File: config.mk
export PLATFORM = sky130hd
export DESIGN_NAME = seq_detector
export DESIGN_NICKNAME = d
export VERILOG_FILES = /design/src/rtl/seq_detector.sv
export SDC_FILE = /design/constraint.sdc
export NUM_CORES = 1
export LEC_CHECK = 0
export CORE_AREA = 3 3 40 42
export CTS_CLUSTER_SIZE = 20
export DETAILED_ROUTE_END_ITERATION = 6
export DIE_AREA = 0 0 43 45
export SLEW_MARGIN = 20
export SYNTH_ARGS = -nofsm -noshare
export SYNTH_HDL_FRONTEND = slang
export SYNTH_SLANG_ARGS = --single-unit
File: constraint.sdc
create_clock -name clk -period 3.2 [get_ports clk]
set_clock_uncertainty 0.2 [all_clocks]
set_input_delay 0.8 -clock clk [delete_from_list [all_inputs] [get_ports clk]]
set_output_delay 0.8 -clock clk [all_outputs]
set_load 0.005 [all_outputs]
File: src/rtl/seq_detector.sv
// seq_detector: serial pattern detector, last PAT_W accepted bits vs a loadable pattern, MSB first.
// Define SEQ_DET_CNT_EN to add the saturating match counter (match_cnt, cnt_clr).
module seq_detector #(
  parameter int unsigned      PAT_W   = 3,
  parameter logic [PAT_W-1:0] PATTERN = 3'b101
`ifdef SEQ_DET_CNT_EN
  ,
  parameter int unsigned      CNT_W   = 8
`endif
) (
  input  logic             clk,
  input  logic             rst,
  input  logic             x,
  input  logic             in_valid,
  input  logic             overlap,
  input  logic             cfg_load,
  input  logic [PAT_W-1:0] cfg_pat,
`ifdef SEQ_DET_CNT_EN
  input  logic             cnt_clr,
  output logic [CNT_W-1:0] match_cnt,
`endif
  output logic             y,
  output logic             armed
);

  localparam int unsigned      FILL_W    = $clog2(PAT_W + 1);
  localparam logic [FILL_W-1:0] FILL_FULL = FILL_W'(PAT_W);
  localparam logic [FILL_W-1:0] FILL_LAST = FILL_W'(PAT_W - 1);

  logic [PAT_W-1:0]  pat, pat_n;
  logic [PAT_W-1:0]  hist, hist_n;
  logic [FILL_W-1:0] fill, fill_n;
  logic              y_n;
  logic [PAT_W-1:0]  hist_shift;
  logic              hit;

  assign hist_shift = {hist[PAT_W-2:0], x};
  assign hit        = !cfg_load && in_valid && (hist_shift == pat) && (fill >= FILL_LAST);
  assign armed      = (fill == FILL_FULL);

  // State register
  always_ff @(posedge clk or posedge rst) begin
    if (rst) begin
      pat  <= PATTERN;
      hist <= '0;
      fill <= '0;
      y    <= 1'b0;
    end else begin
      pat  <= pat_n;
      hist <= hist_n;
      fill <= fill_n;
      y    <= y_n;
    end
  end

  // Next state: load beats data; fill counts accepted bits since the last restart
  always_comb begin
    pat_n  = pat;
    hist_n = hist;
    fill_n = fill;
    y_n    = 1'b0;
    if (cfg_load) begin
      pat_n  = cfg_pat;
      hist_n = '0;
      fill_n = '0;
    end else if (in_valid) begin
      hist_n = hist_shift;
      if (hit) begin
        y_n    = 1'b1;
        fill_n = overlap ? FILL_FULL : '0;
      end else if (fill != FILL_FULL) begin
        fill_n = fill + FILL_W'(1);
      end
    end
  end

`ifdef SEQ_DET_CNT_EN
  localparam logic [CNT_W-1:0] CNT_MAX = '1;

  logic [CNT_W-1:0] cnt_n;

  always_ff @(posedge clk or posedge rst) begin
    if (rst) match_cnt <= '0;
    else     match_cnt <= cnt_n;
  end

  // Clear wins over a coincident hit; count saturates rather than wrapping
  always_comb begin
    cnt_n = match_cnt;
    if (cnt_clr)                           cnt_n = '0;
    else if (hit && (match_cnt != CNT_MAX)) cnt_n = match_cnt + CNT_W'(1);
  end
`endif

endmodule

Word level (Yosys, flattened, before mapping)

Cells that the tools add are included.

Equal/unequal tests: 3
Shifts and indexed selects: 0
Div/mod/pow operators: 0
Multiplexer cells: 10
Multipliers: 0
Reductions and logical operators: 7
Add/subtract/negate cells: 1
$lt $le $gt $ge: 1
Bitwise logic cells: 0

Operator list:

| kind                  | count |
|---|---|
| $mux W2               | 7 |
| $eq A3 B3 Y1          | 1 |
| $logic_and A1 B1 Y1   | 3 |
| $mux W1               | 3 |
| $reduce_bool A3 Y1    | 1 |
| $add A2 B1 Y2 const B | 1 |
| $eq A2 B2 Y1 const B  | 1 |
| $ge A2 B2 Y1 const B  | 1 |
| $ne A2 B2 Y1 const B  | 1 |
| $reduce_and A2 Y1     | 1 |
| $reduce_bool A2 Y1    | 1 |
| $logic_not A1 Y1      | 1 |

Register bits after elaboration: 8
Bits in writable memories: 0
Latch bits: 0
Logic and storage cells: 26
Bits in read-only memories: 0
Memories kept: 0

Logic depth before layout (Yosys ltp)

Depth in word-level cells: 7
Mapped depth: 5
Gate-level depth less buffers: 5

Worst setup path before layout

OpenSTA, ideal clock, no wires.

Path kind: input -> register
Start point: input cfg_load
End point: register fill[0]
Data required time: 2.875 ns
Stages on the path: 5
Data arrival time: 1.690 ns
Setup slack: 1.186 ns
Cells stage by stage: clkbuf_8 > inv_1 > o2111ai_1 > nor3_4 > mux2_2

Longest elaborated chain between the ends: 7
Elaborated cells on any way between the ends: 10

Ends and longest elaborated chain:

| item                              | line | RTL |
|---|---|---|
| from (decl)                       | 16   | `input logic cfg_load,` |
| $logic_not A1 Y1                  | 38   | `assign hit = !cfg_load && in_valid && (hist_shift == pat) && (fill >= FILL_LAST);` |
| $logic_and A1 B1 Y1 (3 in series) | 38   |  |
| $mux W2                           | 68   | `if (hit) begin` |
| $mux W2                           | 66   | `end else if (in_valid) begin` |
| $mux W2                           | 62   | `if (cfg_load) begin` |
| to (signal assigned)              | 51   | `fill <= fill_n;` |
| to (decl)                         | 32   | `logic [FILL_W-1:0] fill, fill_n;` |

Several ways; a longest one is shown, not always the timed one. The select of a mux whose other input is x is not followed.
A chain may end at the register's enable or synchronous reset.

Worst setup path after layout

Start point: register fill[1]
End point: output armed

Longest elaborated chain between the ends: 1

Ends and longest elaborated chain:

| item         | line | RTL |
|---|---|---|
| $eq A2 B2 Y1 | 39   | `assign armed = (fill == FILL_FULL);` |
| to (decl)    | 23   | `output logic armed` |

No other way between the ends.

==> flow_summary.yaml <==
cts:
  cts_max_level: 1
  hold_buffers: 0
  clk_pin_slew_ps: 50
  numClockSinks: 8
  post_cts_buffers: 0
  numCtsBuffers: 3
  clockBufferDepth: 2
  cts_resized: 0
  clk_latency_ps: 250
  cts_tree: "done"
  clockRootBuffer: "clkbuf_4"
timing:
  final-hold-violation-count: 0
  worstMarginPinSlew_ps: 324.4
  finalSetupTns_ps: 0
  layout_min_cycle_time_ps: 2339
  slew_violations: 0
  relSlewSlack_pct: 78.31
  hold_ws_ps: 341.6
  finalSetupViolCount: 0
  finalCritPeriodShare_pct: 73.09
  max_freq_mhz: 427.6
  rsz0062_at_grt: "false"
die:
  initial_core_util_pct: 34.08
  die_h_um: 45
  die_area_sq_um: 1935
  pin_count: 11
  core.rowCount: 13
  die_w_um: 43
  core-area_sq_um: 1285
detailed_routing:
  drt-pass1-iter-count: 1
  vias: 279
  drt_iter0_drc: 0
  routedWlPerCell_um: 11.29
  drc: 0
  wl_um: 700
  ant_nets: 0
  viasPerCell: 4.500
logic_synthesis:
  synth_cell_type_count: 15
  synthCells: 36
  synth-seq-cells: 8
  yosys_warnings: 0
  synth_area_sq_um: 437.9
  synthFlopType: "dfrtp_1"
  synth.largest_area_cell: "dfrtp_1"
  synth_top_cell_area_share_pct: 34.29
  synth_most_common_cell: "dfrtp_1"
  synthTopCellsByCount: "6 x dfrtp_1, 5 x mux2_2, 5 x nor2_1"
  synthTopCellsByArea: "dfrtp_1 34%, mux2_2 13%, dfstp_2 12%, mux2i_1 6.9%, ha_1 5.7%"
  synth_edf_count: 0
  synth-seq-area-share_pct: 46.29
  syn_avg_cell_area_sq_um: 12.16
  synthArstFlopShare_pct: 100.0
  syn-num-nets: 47
layout:
  fin_nets: 60
  finish.instance_area_sq_um: 560.5
  multi_input_area_sq_um: 205.2
  syn2layout_area_growth_pct: 28.00
  seq_area_sq_um: 202.7
  final.fill_count: 127
  antenna_cells: 0
  fin_util_pct: 43.62
  layout-drive-gt1-share_pct: 23.40
hold_path:
  worstHoldEndpoint: "pat[1]"
  hold_depth: 1
  hold_class: "reg2reg"
  worstHoldStart: "pat[1]"
worst_setup_path:
  criticalPathCategory: "reg2out"
  reg2regPathDepth: 4
  cp-start-kind: "flip-flop"
  reg2reg_from: "pat[0]"
  arrival_ps: 1340
  required_ps: 2200
  r2r-end: "fill[1]"
  end_kind: "output pin"
  r2r_slack_ps: 1440
  crit_path_max_fanout: 5
global_routing:
  grt_overflow: 0
  grt_usage_pct: 9.672
  grt_max_degree: 10
  grt_pass1_vias: 312
  antenna_found_initial: 0
  grt_pass1_wl_um: 1331
placement:
  post-dp-hpwl_um: 557.6
  gp_congestion: 0.6986
  place_area_sq_um: 538.0
  io_buffers: 10
power:
  power.total_mw: 0.2395
  max-vdd-ir-drop_mv: 0.1675
  power_density_nw_per_um2: 427.2
  leakage_nw: 0.2561
flow_run:
  drv_cap: 0
outcome:
  status: "finished clean"
[metal layers]
layer	routed length (um)	GRT usage, %
met4	21	7.229
met2	295	13.77
met1	324	11.66
met3	59	3.984
met5	0	0
[kinds of logic (layout without fill, tap and decap cells)]
| group | Yosys count | count (layout) | synth area share [%] |
|---|---|---|---|
| and+or+nand+nor | 7 | 7 | 9.716 |
| muxes | 8 | 8 | 19.71 |
| DFF | 8 | 8 | 46.28 |
| xor gates and xnor gates | 4 | 4 | 8.001 |
| buffers and inverters | 5 | 16 | 6.855 |
| adders and majority gates | 2 | 2 | 5.713 |
| AOI/OAI and AO/OA | 2 | 2 | 3.715 |
[state kept, by name, indices dropped and copies added, names as in the netlist]
signal	cells
fill	2
hist	2
pat	3
y	1
[through the flow]
| step | instances | worst slack [ps] |
|---|---|---|
| 2_1_floorplan | 36 | 1186 |
| 3_3_place_gp | 59 | 647.4 |
| 3_5_place_dp | 59 | 601.5 |
| 4_1_cts | 62 | 837.5 |
| 5_1_grt | 62 | 778.8 |
| 6_report | 62 | 861.1 |
[critical path, cell delays in order, from the launching register on]
cell and delay, ps:
dfrtp_1 410, ha_1 180, clkdlybuf4s50_1 500
[where the power goes]
group / switching (mW) / internal [mW]
Combinational: 0.0182 / 0.0262
Sequential: 0.00740 / 0.112
Clock: 0.0332 / 0.0428
[layout by cell type (no fill, tap or decap), drive strengths merged]
| master | netlist | final |
|---|---|---|
| mux2i | 3 | 3 |
| inv | 3 | 3 |
| xor2 | 2 | 2 |
| xnor2 | 2 | 2 |
| mux2 | 5 | 5 |
| dfstp | 2 | 2 |
| dfrtp | 6 | 6 |
| nor3 | 1 | 1 |
| a211oi | 1 | 1 |
| and2b | 1 | 1 |
| clkdlybuf4s50 | 0 | 10 |
| clkbuf | 2 | 3 |
| o2111ai | 1 | 1 |
| nor2 | 5 | 5 |
| ha | 2 | 2 |
[layout make-up]
cell class	instances	area share (%)
well taps	15	3.348
clock buffers	3	4.018
flip-flops and latches	8	36.16
inverters	3	2.009
multi-input cells	23	36.61
repair buffers	10	17.86
[worst max-delay path by stage]
stage / startpoint / endpoint / slack [ps]
after global routing: fill[1] / armed / 780
after detailed placement: cfg_load / fill[0] / 600
after global placement: cfg_load / fill[0] / 650
after floorplan: cfg_load / fill[0] / 1190
after CTS: fill[1] / armed / 840
final: fill[1] / armed / 860
Note: power is estimated with default switching activity, not from simulation.
